## src/rtl/tempsens_seq_ctrl.sv

```systemverilog
// tempsens_seq_ctrl: sequences temperature-sensor conversions, averages 2^k DOUT samples, flags timeout and high-temp alert
module tempsens_seq_ctrl #(
  parameter int CountW     = 24,
  parameter int AvgMaxLog2 = 3,
  parameter int SyncStages = 2,
  parameter int RstCycles  = 4,
  parameter int ToW        = 20
) (
  input  logic              clk_i,
  input  logic              rst_ni,
  input  logic              start_i,
  input  logic              stop_i,
  input  logic              continuous_i,
  input  logic [3:0]        sel_conv_time_i,
  input  logic [1:0]        avg_log2_i,
  input  logic [ToW-1:0]    timeout_i,
  input  logic [CountW-1:0] thresh_hi_i,
  input  logic              alert_clr_i,
  output logic              sensor_rst_no,
  output logic [3:0]        sensor_sel_o,
  output logic              sensor_en_o,
  input  logic [CountW-1:0] sensor_dout_i,
  input  logic              sensor_done_i,
  output logic [CountW-1:0] result_o,
  output logic              result_valid_o,
  output logic              busy_o,
  output logic              timeout_o,
  output logic              alert_hi_o
);
  localparam int AccW = CountW + AvgMaxLog2;
  localparam int KW   = AvgMaxLog2 > 0 ? $clog2(AvgMaxLog2 + 1) : 1;
  localparam int CW   = AvgMaxLog2 + 1;
  localparam int RW   = $clog2(RstCycles + 1);
  typedef enum logic [2:0] {IDLE, RST, ARM, CONV, CAPT, PUB} state_t;
  state_t state, state_d;
  logic [SyncStages-1:0] sync;
  logic done_s, done_q, last, to_hit, pub_go;
  logic [RW-1:0] rst_cnt;
  logic [ToW-1:0] to_cnt;
  logic [AccW-1:0] acc, sum;
  logic [CW-1:0] smp_cnt;
  logic [KW-1:0] k, k_in;
  logic [CountW-1:0] res;
  assign done_s = sync[SyncStages-1];
  always_comb begin
    sum    = acc + AccW'(sensor_dout_i);
    res    = CountW'(sum >> k);
    last   = (smp_cnt + 1'b1) == (CW'(1) << k);
    to_hit = (timeout_i != '0) && (({1'b0, to_cnt} + 1'b1) >= {1'b0, timeout_i});
    k_in   = int'(avg_log2_i) > AvgMaxLog2 ? KW'(AvgMaxLog2) : KW'(avg_log2_i);
    pub_go = state == CAPT && last && !stop_i;
    state_d = state;
    case (state)
      IDLE:    state_d = start_i ? RST : IDLE;
      RST:     state_d = rst_cnt == RW'(RstCycles - 1) ? ARM : RST;
      ARM:     state_d = to_hit ? IDLE : !done_s ? CONV : ARM;
      CONV:    state_d = to_hit ? IDLE : (done_s && !done_q) ? CAPT : CONV;
      CAPT:    state_d = last ? PUB : RST;
      PUB:     state_d = continuous_i ? RST : IDLE;
      default: state_d = IDLE;
    endcase
    if (stop_i) state_d = IDLE;
  end
  always_ff @(posedge clk_i or negedge rst_ni) begin
    if (!rst_ni) begin
      state          <= IDLE;
      sync           <= '0;
      done_q         <= 1'b0;
      rst_cnt        <= '0;
      to_cnt         <= '0;
      acc            <= '0;
      smp_cnt        <= '0;
      k              <= '0;
      sensor_sel_o   <= '0;
      sensor_rst_no  <= 1'b1;
      sensor_en_o    <= 1'b0;
      busy_o         <= 1'b0;
      result_o       <= '0;
      result_valid_o <= 1'b0;
      timeout_o      <= 1'b0;
      alert_hi_o     <= 1'b0;
    end else begin
      state          <= state_d;
      sync           <= {sync[SyncStages-2:0], sensor_done_i};
      done_q         <= done_s;
      sensor_en_o    <= state_d == ARM || state_d == CONV;
      sensor_rst_no  <= state_d != RST;
      busy_o         <= state_d != IDLE;
      rst_cnt        <= state == RST ? rst_cnt + 1'b1 : '0;
      to_cnt         <= (state == ARM || state == CONV) ? ((&to_cnt) ? to_cnt : to_cnt + 1'b1) : '0;
      result_valid_o <= pub_go;
      alert_hi_o     <= (state == PUB && !stop_i && result_o > thresh_hi_i) | (alert_hi_o & ~alert_clr_i);
      if (state == IDLE && start_i && !stop_i) begin
        sensor_sel_o <= sel_conv_time_i;
        k            <= k_in;
        acc          <= '0;
        smp_cnt      <= '0;
        timeout_o    <= 1'b0;
      end
      if (state == CAPT && !stop_i) begin
        acc     <= sum;
        smp_cnt <= smp_cnt + 1'b1;
      end
      if (pub_go) result_o <= res;
      if (state == PUB) begin
        acc     <= '0;
        smp_cnt <= '0;
      end
      if ((state == ARM || state == CONV) && to_hit && !stop_i) timeout_o <= 1'b1;
    end
  end
endmodule

```

## config.mk

```make
export PLATFORM = sky130hd
export DESIGN_NAME = tempsens_seq_ctrl
export DESIGN_NICKNAME = d
export VERILOG_FILES = /design/src/rtl/tempsens_seq_ctrl.sv
export SDC_FILE = /design/constraint.sdc
export NUM_CORES = 1
export LEC_CHECK = 0
export CORE_ASPECT_RATIO = 1.1
export CORE_MARGIN = 5
export CORE_UTILIZATION = 40
export CTS_BUF_LIST = sky130_fd_sc_hd__clkbuf_4 sky130_fd_sc_hd__clkbuf_8
export CTS_CLUSTER_SIZE = 14
export DETAILED_ROUTE_END_ITERATION = 10
export HOLD_SLACK_MARGIN = 0.1
export PLACE_DENSITY = 0.72
export SYNTH_ARGS = -nofsm -noshare
export SYNTH_HDL_FRONTEND = slang
export SYNTH_SLANG_ARGS = --single-unit
```

## constraint.sdc

```tcl
create_clock -name clk_i -period 5.35 [get_ports clk_i]
set_input_delay 0.8025 -clock clk_i [delete_from_list [all_inputs] [get_ports clk_i]]
set_output_delay 0.8025 -clock clk_i [all_outputs]
set_load 0.05 [all_outputs]
```

==> qor.yml, run 1 <==
sta:
  relSlewSlack_pct: 25.2
  fin_ws_ns: 1.65
  setup_violations: 0
  rsz0062_at_grt: "no"
  fin_tns_setup_ns: 0
  finalCriticalPeriod_ns: 3.70
  fin_hold_ws_ns: 0.364
  fin_crit_sh_pct: 69.1
  finClkSkew_ns: 0.00420
  max_freq_mhz: 271
  worst_pin_slew_ns: 1.12
  hold_violations: 0
  slew_violations: 0
floorplan:
  die_x_um: 139
  fp.coreArea_um2: 17800
  io_pins: 115
  rows: 51
  die-area_um2: 21000
  chipHeight_um: 151
  start_util_pct: 40.8
cts:
  ctsLongestPathBuffers: 2
  cts_tree: "yes"
  root_buffer: "clkbuf_8"
  hold_buffers: 0
  numCtsBuffers: 9
  cts_setup_buffers: 0
  clkLatencyLatePin_ns: 0.38
  cts_resized: 0
  clkTransAtPathRegs_ns: 0.09
  htree_levels: 3
  cts.sinks: 96
finish:
  antennaDiodeCount: 0
  syn2layout_area_growth_pct: 20.9
  finalNonFillerCells: 1141
  final_nets: 1053
  final_core_util_pct: 49.4
  final_area_um2: 8790
  drive_gt1_share_pct: 8.08
setup_path:
  worstReg2RegStart: "to_cnt[0]$_DFFE_PN0P_"
  r2r_cells: 13
  crit_arrival_ns: 3.98
  crit_fanout: 6
  critPathLaunchType: "register"
  r2r_end: "state[0]$_DFF_PN0_"
  endpoint_kind: "register"
  crit_required_ns: 5.63
  path_class: "reg2reg"
  rrSetupSlack_ns: 1.65
synthesis:
  synth_top_family_by_area: "compound AO/OA/AOI/OAI gates"
  ys_types: 76
  synth-simple-area-share_pct: 13.6
  synth_warnings: 0
  synth_top_area_share_pct: 32.7
  synth_ff_type: "dfrtp_1"
  muxShareOfSynthArea_pct: 6.80
  synth_compound_area_share_pct: 22.9
  syn-cell-area_um2: 7270
  yosysSeqAreaShare_pct: 33.1
  yosys.area_share.adder_pct: 12.7
  syn_avg_cell_area_um2: 9.09
  synthTopCellsByArea: "dfrtp_1 (33%), ha_1 (12%), a21oi_1 (4.7%)"
  ys_ff_latch: 96
  yosysTopAreaCell: "dfrtp_1"
  synth_xor_area_share_pct: 4.94
  async_reset_ff_share_pct: 100
  synth_edf_count: 0
  syn_inst: 800
  syn_nets: 954
grt:
  grt_start_max_net_pins: 59
  antenna_found_initial: 0
  gr-total-overflow: 0
  grt_pass1_vias: 5991
  grt_first_pass_wirelength_mm: 30.4
  grtUsageTotal_pct: 17.8
routing:
  vias_per_cell: 5.39
  antenna_left: 0
  vias: 6152
  drc: 0
  drt_pass1_iterations: 4
  wl_per_cell_um: 16.2
  drt_iter0_markers: 270
  routed_wl_mm: 18.5
placement:
  gp_congestion: 0.893
  dpl.cell_count: 1126
  post-place-ws_ns: 1.39
  dpl.hpwl_mm: 14.3
  port_buffers: 114
  dpl_cell_area_um2: 8620
worst_hold_path:
  holdPathStages: 0
  whs_endpoint: "sync[1]$_DFF_PN0_"
  hold_path.class: "reg2reg"
  hp-start: "sync[0]$_DFF_PN0_"
outcome:
  status: "finished, final reports clean"
power_and_ir_drop:
  total_power_mw: 1.65
  ir_drop_mv: 0.0969
  powerDensity_nw_per_um2: 188
  power.leakage_nw: 4.24
run:
  cap_viol_max_count: 0
==> placed cells by master, fill, tap and decap left out, types with 6 or more instances in the layout <==
master,n
clkdlybuf4s50_1,113
dfrtp_1,95
inv_1,77
ha_1,72
a21oi_1,68
nand2_1,63
nor2_1,46
o21ai_0,40
xnor2_1,26
a22o_1,25
a21o_1,23
nand3_1,18
xor2_1,15
mux2_2,15
nand4_1,13
mux2i_1,13
nor3_1,10
nor2b_1,9
o21a_1,9
nand2b_1,9
clkbuf_8,9
and3_1,8
mux4_2,8
buf_4,8
o211ai_1,7
nor4_1,6
a211oi_1,6
or3_1,6
==> registers in the layout (all words and copies together), names as in the netlist, 2 cells and up <==
name,cells
rst_cnt,3
state,3
acc,27
result_o,24
smp_cnt,4
sensor_sel_o,4
to_cnt,20
k,2
sync,2
==> kinds of logic (layout without fill, tap and decap cells) <==
| kind of cell | after synthesis | in the layout |
|---|---|---|
| AOI/OAI and AO/OA | 238 | 238 |
| xor gates and xnor gates | 41 | 41 |
| adders and majority gates | 73 | 73 |
| buffers and inverters | 110 | 213 |
| DFF | 96 | 96 |
| muxes | 37 | 37 |
| and+or+nand+nor | 205 | 205 |
==> power by group <==
group	internal [mW]	switching [mW]	total, mW
Clock	0.169	0.269	0.438
Sequential	0.747	0.0149	0.762
Combinational	0.197	0.258	0.455
Total	1.11	0.542	1.65
==> cell type report <==
cell class                      instances  area [um2]
Fill cell                            1675        9020
Multi-Input combinational cell        594        4440
Sequential cell                        96        2400
Timing Repair Buffer                  121        1190
Tap cell                              238         298
Inverter                               77         289
Clock buffer                            9         124
Clock inverter                          6        46.3
==> Yosys cell counts (all sizes together), types with 5 or more instances <==
master  count
mux2       16
nor3       11
nor4        6
a22o       25
nand2b      9
ha         72
clkbuf     20
xor2       15
a21o       24
a21oi      72
dfrtp      95
buf        13
nand4      13
o21a        9
o21ai      43
o211ai      7
mux2i      13
and2        5
nand2      63
nor2b       9
nor2       46
nand3      19
a211oi      9
and3        8
inv        77
xnor2      26
or3         6
mux4        8
==> how the worst max path moves through the flow <==
stage | startpoint | endpoint | slack, ns | cells past startpoint
floorplan | sensor_dout_i[0] | result_o[12]$_DFFE_PN0P_ | 2.12 | 9
global placement | sensor_dout_i[0] | result_o[12]$_DFFE_PN0P_ | 1.48 | 10
detailed placement | sensor_dout_i[0] | result_o[22]$_DFFE_PN0P_ | 1.39 | 11
CTS | to_cnt[0]$_DFFE_PN0P_ | state[0]$_DFF_PN0_ | 1.63 | 13
global route | to_cnt[0]$_DFFE_PN0P_ | state[0]$_DFF_PN0_ | 1.44 | 13
finish | to_cnt[0]$_DFFE_PN0P_ | state[0]$_DFF_PN0_ | 1.65 | 13
==> critical path, stage by stage (launching register included) <==
cell and delay, ns:
dfrtp_1 0.44, ha_1 0.24, nand3_1 0.09, or2_2 0.33
nor4_1 0.56, and3_1 0.26, xnor2_1 0.15, inv_1 0.07
ha_1 0.29, a21o_1 0.16, a21oi_1 0.14, nand2_1 0.08
o311a_1 0.50, o31ai_1 0.29
==> layer usage <==
metal	wire length, um	global-route usage (%)	vias to the layer above
li1	-	-	3089
met1	8670	24.3	2911
met2	8650	29.7	137
met3	906	3.22	15
met4	230	4.15	0
met5	0	0	-
(Power assumes the default switching activity.)
==> run 2, diff against run 1 <==
- PLACE_DENSITY: 0.72 -> 0.75
- clock period: 5.35 -> 3 ns (I/O delays scaled with it)
==> run 2 against run 1 <==
The flow now finishes with violations (negative setup slack); largest cell class unchanged; combinational power is 100% higher; total power up 89%; via count grew 13%; count of clock-buffer cells in the layout unchanged; global-route usage increased by 2.3 points; cell count rose by 13%.
==> qor.yml, run 2 (same netlist as run 1, synthesis figures left out) <==
outcome:
  status: "finished with violations"
  violations: "negative setup slack"
placement:
  dpl.cell_count: 1251
  dpl_cell_area_um2: 9590
  gp_congestion: 0.903
  dpl.hpwl_mm: 16.5
  port_buffers: 114
sta:
  fin_ws_ns: -0.0487
  rsz0062_at_grt: "yes"
  hold_violations: 0
  finalCriticalPeriod_ns: 3.05
  fin_crit_sh_pct: 102
  relSlewSlack_pct: 54.8
  max_freq_mhz: 328
  fin_hold_ws_ns: 0.362
  worst_pin_slew_ns: 0.677
  fin_tns_setup_ns: -0.0567
  setup_violations: 2
  finClkSkew_ns: 0.0220
  slew_violations: 0
power_and_ir_drop:
  powerDensity_nw_per_um2: 304
  total_power_mw: 3.13
  power.leakage_nw: 5.05
  ir_drop_mv: 0.178
grt:
  antenna_found_initial: 0
  grt_pass1_vias: 7121
  grt_first_pass_wirelength_mm: 34.7
  grt_start_max_net_pins: 43
  grtUsageTotal_pct: 20.1
  gr-total-overflow: 0
finish:
  reg_top3: "acc (27), result_o (24), to_cnt (20)"
  layout_commonest_cell: "buf_4"
  final_nets: 1200
  finalNonFillerCells: 1289
  largest_register_ff_count: 27
  syn2layout_area_growth_pct: 41.9
  antennaDiodeCount: 0
  drive_gt1_share_pct: 25.7
  regMostFlops: "acc"
  final_area_um2: 10300
  layout_common_cells: "buf_4 (153), clkdlybuf4s50_1 (111), dfrtp_1 (95), inv_1 (75), a21oi_1 (66)"
routing:
  drc: 0
  drt_iter0_markers: 404
  wl_per_cell_um: 16.7
  vias: 6943
  vias_per_cell: 5.39
  routed_wl_mm: 21.6
  drt_pass1_iterations: 7
  antenna_left: 0
setup_path:
  crit_arrival_ns: 3.32
  critPathLaunchType: "register"
  rrSetupSlack_ns: -0.05
  crit_family: "compound AO/OA/AOI/OAI gates"
  crit_top_cell: "a21o_1"
  path_buf_inv: 1
  crit_required_ns: 3.27
  crit_chain: "ha_2, nand3_2, or2_4, nor2_2, nand2_1, xor2_2, inv_2, ha_4, a21o_1, a21o_1, a211oi_4, a21oi_2, o311a_4, a22o_1"
  endpoint_kind: "register"
  slowest_stage: "o311a_4"
  crit_fanout: 6
  cpPeakStageDelay_ns: 0.42
  path_class: "reg2reg"
floorplan:
  io_pins: 115
  die_x_um: 139
  rows: 51
  die-area_um2: 21000
  chipHeight_um: 151
  fp.coreArea_um2: 17800
  start_util_pct: 40.8
cts:
  root_buffer: "clkbuf_8"
  ctsLongestPathBuffers: 2
  cts.sinks: 96
  clkLatencyLatePin_ns: 0.39
  htree_levels: 3
  clkTransAtPathRegs_ns: 0.10
  numCtsBuffers: 9
  cts_tree: "yes"
worst_hold_path:
  hold_path.class: "reg2reg"
run:
  cap_viol_max_count: 0
==> run 2: changes by cell type in the layout (fill, tap and decap cells not counted), moves of 3 or more <==
cell     before  now
xnor2_2       0    9
nor2_1       46   43
xor2_1       15   11
nor2_2        0    3
ha_4          0    8
ha_1         72   62
xor2_2        0    4
buf_4         8  153
xnor2_1      26   17
==> run 2: worst paths after layout <==
check                           depth (start not counted)                      end                   from
max in group asynchronous                               3  sensor_rst_no$_DFF_PN1_                 rst_ni
worst min-delay path                                    0        sync[1]$_DFF_PN0_      sync[0]$_DFF_PN0_
worst max register to register                         14    timeout_o$_DFFE_PN0P_  to_cnt[1]$_DFFE_PN0P_
worst max-delay path                                   14    timeout_o$_DFFE_PN0P_  to_cnt[1]$_DFFE_PN0P_
min in group asynchronous                               2      acc[14]$_DFFE_PN0P_                 rst_ni
worst min register to register                          0        sync[1]$_DFF_PN0_      sync[0]$_DFF_PN0_
==> run 2: area by class of cell <==
type                       instances  area (um2)
clock inverter                     7        66.3
inverter                          77         289
sequential                        96        2400
clock buffer                       9         124
multi-input combinational        594        4820
tap                              238         298
fill                            1513        7490
timing repair buffer             268        2310
==> run 2: what timing repair did <==
action / in CTS / in global routing
hold buffers: 1 / 0
buffers inserted: 7 / 14
pin swaps: 8 / 32
endpoints found under the setup margin: 12 / 22
gates resized for setup: 13 / 48
hold endpoints to repair: 25 / 0
cloned: 0 / 0
==> run 2: report_power, final <==
part	total (mW)	switching [mW]	leakage (nW)	internal (mW)
registers	1.37	0.0370	1.28	1.33
clock network	0.849	0.530	0.0945	0.319
logic	0.915	0.483	3.67	0.432
==> run 2: per-layer routing <==
metal | track usage (%) | wire length, um
met1 | 24.6 | 8880
met2 | 36.6 | 10900
met3 | 3.09 | 1270
met4 | 6.03 | 530
met5 | 0 | 0
==> run 2: metrics by stage <==
stage	util, %	setup WS (ns)
finish	58.0	-0.0487
global route	58.0	-0.208
CTS	55.8	-0.0377
detailed placement	53.9	-0.439
global placement	53.9	-0.366
floorplan	-	0.0165
